`src/rtl/blctrl_scheduler.sv`:
```
// Frame scheduler for up to eight I2C brushless controllers: once per refresh
// frame it writes each enabled, non-faulted motor's speed byte to its address.
module blctrl_scheduler #(
    parameter int         REFRESH_CYCLES = 32000,
    parameter logic [6:0] BASE_ADDR      = 7'h29,
    parameter int         MAX_NACK       = 3
) (
    input  logic        clk,
    input  logic        rst_n,
    input  logic        masterEnable,
    input  logic [7:0]  motorEnable,
    input  logic [63:0] targetSpeedFlat,
    input  logic [7:0]  fault_clear,
    output logic        cmd_valid,
    input  logic        cmd_ready,
    output logic [6:0]  cmd_addr,
    output logic [7:0]  cmd_data,
    input  logic        txn_done,
    input  logic        txn_nack,
    output logic        busy,
    output logic        frame_done,
    output logic [7:0]  fault,
    output logic        overrun
);

    localparam int CW = (REFRESH_CYCLES > 1) ? $clog2(REFRESH_CYCLES) : 1;

    typedef enum logic [1:0] {IDLE, SCAN, ISSUE, WAIT_DONE} state_t;

    state_t          state;
    logic [CW-1:0]   ref_cnt;
    logic            tick;
    logic [2:0]      idx;
    logic [7:0]      en_snap;
    logic [7:0][7:0] spd_snap;
    logic [7:0]      faulted;

    assign tick  = (ref_cnt == CW'(REFRESH_CYCLES - 1));
    assign busy  = (state != IDLE);
    assign fault = faulted;

    always_ff @(posedge clk or negedge rst_n) begin
        if (!rst_n)
            ref_cnt <= '0;
        else if (!masterEnable || tick)
            ref_cnt <= '0;
        else
            ref_cnt <= ref_cnt + CW'(1);
    end

    always_ff @(posedge clk or negedge rst_n) begin
        if (!rst_n) begin
            state      <= IDLE;
            idx        <= 3'd0;
            en_snap    <= 8'd0;
            spd_snap   <= '0;
            cmd_valid  <= 1'b0;
            cmd_addr   <= 7'd0;
            cmd_data   <= 8'd0;
            frame_done <= 1'b0;
            overrun    <= 1'b0;
        end else begin
            frame_done <= 1'b0;
            if (tick && state != IDLE)
                overrun <= 1'b1;
            case (state)
                IDLE: begin
                    if (tick && masterEnable) begin
                        en_snap  <= motorEnable & ~faulted;
                        spd_snap <= targetSpeedFlat;
                        idx      <= 3'd0;
                        state    <= SCAN;
                    end
                end
                SCAN: begin
                    if (!masterEnable) begin
                        state <= IDLE;
                    end else if (en_snap[idx]) begin
                        cmd_valid <= 1'b1;
                        cmd_addr  <= BASE_ADDR + {4'b0, idx};
                        cmd_data  <= spd_snap[idx];
                        state     <= ISSUE;
                    end else if (idx == 3'd7) begin
                        frame_done <= 1'b1;
                        state      <= IDLE;
                    end else begin
                        idx <= idx + 3'd1;
                    end
                end
                ISSUE: begin
                    // An accepted request must be tracked to completion even if
                    // the enable drops in the same cycle.
                    if (cmd_ready) begin
                        cmd_valid <= 1'b0;
                        state     <= WAIT_DONE;
                    end else if (!masterEnable) begin
                        cmd_valid <= 1'b0;
                        state     <= IDLE;
                    end
                end
                WAIT_DONE: begin
                    if (txn_done) begin
                        if (!masterEnable) begin
                            state <= IDLE;
                        end else if (idx == 3'd7) begin
                            frame_done <= 1'b1;
                            state      <= IDLE;
                        end else begin
                            idx   <= idx + 3'd1;
                            state <= SCAN;
                        end
                    end
                end
                default: state <= IDLE;
            endcase
        end
    end

    // Per-motor saturating NACK counter with sticky fault; clear beats set.
    for (genvar n = 0; n < 8; n++) begin : g_lane
        logic [2:0] cnt;
        logic [2:0] inc;
        logic       upd;

        assign inc = (cnt == 3'd7) ? 3'd7 : cnt + 3'd1;
        assign upd = (state == WAIT_DONE) && txn_done && (idx == 3'(n));

        always_ff @(posedge clk or negedge rst_n) begin
            if (!rst_n) begin
                cnt        <= 3'd0;
                faulted[n] <= 1'b0;
            end else if (fault_clear[n]) begin
                cnt        <= 3'd0;
                faulted[n] <= 1'b0;
            end else if (upd) begin
                if (txn_nack) begin
                    cnt <= inc;
                    if (inc >= 3'(MAX_NACK))
                        faulted[n] <= 1'b1;
                end else begin
                    cnt <= 3'd0;
                end
            end
        end
    end

endmodule

```
`config.mk`:
```
export PLATFORM = sky130hd
export DESIGN_NAME = blctrl_scheduler
export DESIGN_NICKNAME = d
export VERILOG_FILES = /design/src/rtl/blctrl_scheduler.sv
export SDC_FILE = /design/constraint.sdc
export NUM_CORES = 1
export LEC_CHECK = 0
export ABC_AREA = 1
export CORE_MARGIN = 10
export CORE_UTILIZATION = 54
export CTS_CLUSTER_SIZE = 16
export DETAILED_ROUTE_END_ITERATION = 16
export HOLD_SLACK_MARGIN = 0.05
export MAX_ROUTING_LAYER = met4
export PLACE_DENSITY_LB_ADDON = 0.15
export SYNTH_ARGS = -nofsm -noshare
export SYNTH_HDL_FRONTEND = slang
export SYNTH_SLANG_ARGS = --single-unit
```
`constraint.sdc`:
```
create_clock -name clk -period 1.8 [get_ports clk]
set_clock_uncertainty 0.05 [all_clocks]
set_input_delay 0.18 -clock clk [delete_from_list [all_inputs] [get_ports clk]]
set_output_delay 0.18 -clock clk [all_outputs]
set_load 0.1 [all_outputs]
```
==> flow_summary.toml <==
[synth]
synth_area_per_cell_um2 = 8.148
syn-instance-count = 842
ys_seq_area_share_pct = 51.43
syn_area_um2 = 6860
synth_commonest_cells = "197 x nand2_1, 141 x dfrtp_1, 121 x inv_1, 70 x o21ai_0, 69 x nor2_1"
yosysTopAreaCell = "dfrtp_1"
ys_types = 42
synth_top_area_share_pct = 51.43
netlist_top_cells_area = "dfrtp_1 51%, nand2_1 11%, inv_1 6.6%"
yosysMostFrequentCell = "nand2_1"
synth-edff-count = 0
yosys_warnings = 0
synthFlopType = "dfrtp_1"
syn-num-nets = 943
ys_seq_elements = 141
async_reset_ff_share_pct = 100.0

[power_and_ir_drop]
vdd_drop_max_v = 0.0008287
total_power_mw = 10.84
power_leakage_nw = 4.419
power_density_nw_per_um2 = 1216

[floorplan]
die-area_um2 = 17610
core_um2 = 12520
rows = 41
die_width_um = 132.7
die_h_um = 132.7
start_util_pct = 54.81
num_io_pins = 113

[final_layout]
layout-drive-gt1-share_pct = 11.41
postLayoutCellArea_um2 = 8915
area_growth_pct = 29.95
stdcell_count = 1145
n_antenna_cell = 0
postLayoutCoreUtil_pct = 71.22
finalNetCount = 1063

[clock_tree]
htree_levels = 4
clock-sinks = 141
clk_latency_ps = 420
root_buffer = "clkbuf_16"
clockBufferDepth = 2
cts_tree = "done"
clk_pin_slew_worst_paths_ps = 60
cts_buffers = 17

[global_route]
grt_pass1_wl_um = 29860
antenna_found_initial = 0
grt_start_max_net_pins = 58
grt_usage_pct = 21.18
first_global_vias = 6124
overflow = 0

[critical_path]
startpoint_type = "register"
critical_path_depth = 8
cp.required_ps = 2100
worst-r2r-cell-count = 8
cp_slowest_stage_delay_ps = 440
critical-path-slowest-cell = "dfrtp_1"
crit_chain = "ha_1, ha_1, nor2_1, buf_4, nand3_1, nand3_1, nand2_1, nand2_1"
path_class = "reg2reg"
crit_buf_inv = 1
rr_endpoint = "state[1]"
cp.arrival_ps = 2050
crit_family = "simple AND/OR/NAND/NOR gates"
worstPathMaxFanout = 6
end_kind = "register"
r2r_start = "idx[1]"
r2r_setup_slack_ps = 50

[placement]
place_area_um2 = 8127
dp.cells = 1110
dp_slack_ps = 28.59
place.gp.congestion = 0.8877
dpl.hpwl_um = 12800
placement.io_buffers = 111

[drt]
vias_per_cell = 5.342
drt_iter0_drc = 528
dr.pass1.iters = 8
detail_route.wl_per_cell_um = 16.08
ant_nets = 0
route.detailed.drc = 0
vias = 6117
wl_um = 18420

[run_status]
status = "completed"

[worst_hold_path]
hold_class = "in2async"

[timing]
setup_slack_ps = 51.00
finalSetupViolations = 0
fin_crit_sh_pct = 97.17
drv_slew = 0
fin_crit_ps = 1749
final.setup.tns_ps = 0
holdWs_ps = 213.3
hold_violations = 0
fmax_mhz = 571.8

[flow_run]
maxCapViolCount = 0
## metal layers
metal	GRT usage (%)	share of wire [%]	vias to the layer above
met5	-	0	-
li1	-	-	2932
met4	7.213	2.0	0
met2	34.40	50	224
met3	4.201	5.0	36
met1	25.93	43	2925
## layout by cell type, fill, tap and decap left out, types with 3 or more instances in the layout
cell type        synthesis  layout
a21oi_1                 30      30
buf_12                   0       8
buf_4                    4      38
bufinv_16                0       4
clkbuf_16                0      20
clkbuf_8                 0       4
clkdlybuf4s50_1          0      84
clkinv_2                 0       3
dfrtp_1                141     139
ha_1                    15      14
inv_1                  121     121
inv_2                    4       3
nand2_1                197     194
nand2_2                  1       4
nand3_1                 32      32
nor2_1                  69      65
nor2_2                   4       5
nor2_4                   1       4
nor3_1                   6       6
nor3b_1                  3       3
o21a_1                   4       4
o21ai_0                 70      66
o21ai_1                 61      64
o21ai_2                  3       4
o22ai_1                 21      21
## worst max path at each step
| stage | from | end | slack (ps) |
|---|---|---|---|
| after floorplan | idx[1] | fault[0] | 150 |
| after global placement | idx[2] | cmd_addr[3] | 80 |
| after detailed placement | idx[1] | g_lane[7].cnt[0] | 30 |
| after CTS | ref_cnt[0] | idx[0] | 2 |
| after global routing | idx[1] | state[1] | -20 |
| final | idx[1] | state[1] | 50 |
## logic make-up (layout without fill, tap and decap cells)
| group | Yosys count | after routing | share of synthesized area [%] |
|---|---|---|---|
| compound gates | 197 | 197 | 15.38 |
| xor+xnor | 2 | 2 | 0.2554 |
| fa+ha+maj | 15 | 15 | 2.736 |
| buf+inv | 161 | 292 | 10.12 |
| flops | 141 | 141 | 51.43 |
| mux | 2 | 2 | 0.3283 |
| other cells | 1 | 1 | 0.05466 |
| simple gates | 323 | 323 | 19.70 |
## state kept, by name, summed over array words and instances (netlist names)
name / cells
fault: 8
overrun: 1
cmd_valid: 1
spd_snap: 64
cmd_addr: 6
g_lane.cnt: 24
cmd_data: 8
ref_cnt: 15
state: 2
en_snap: 8
idx: 3
frame_done: 1
## timing repair
action	CTS	global route
endpoints found under the setup margin	1	101
hold buffers	1	0
setup buffers	0	1
pin swaps	0	0
endpoints found under the hold margin	45	0
gates cloned	0	3
resized for setup	1	23
## worst reg2reg max path, stage by stage, from the launching register on
cell	delay (ps)
dfrtp_1	440
ha_1	230
ha_1	220
nor2_1	140
buf_4	130
nand3_1	100
nand3_1	170
nand2_1	100
nand2_1	90
## area by class of cell
| cell class | count | area, um2 |
|---|---|---|
| Sequential cell | 141 | 3531 |
| Clock buffer | 23 | 488.0 |
| Clock inverter | 7 | 135.1 |
| Timing Repair Buffer | 136 | 1394 |
| Fill cell | 1025 | 3602 |
| Tap cell | 172 | 215.2 |
| Inverter | 126 | 475.5 |
| Multi-Input combinational cell | 540 | 2676 |
## report_power, final
part,internal (mW),switching (mW)
Sequential,3.38,0.221
Clock,2.44,1.28
Combinational,0.962,2.55
No activity file was read; power rests on OpenSTA's default activity.
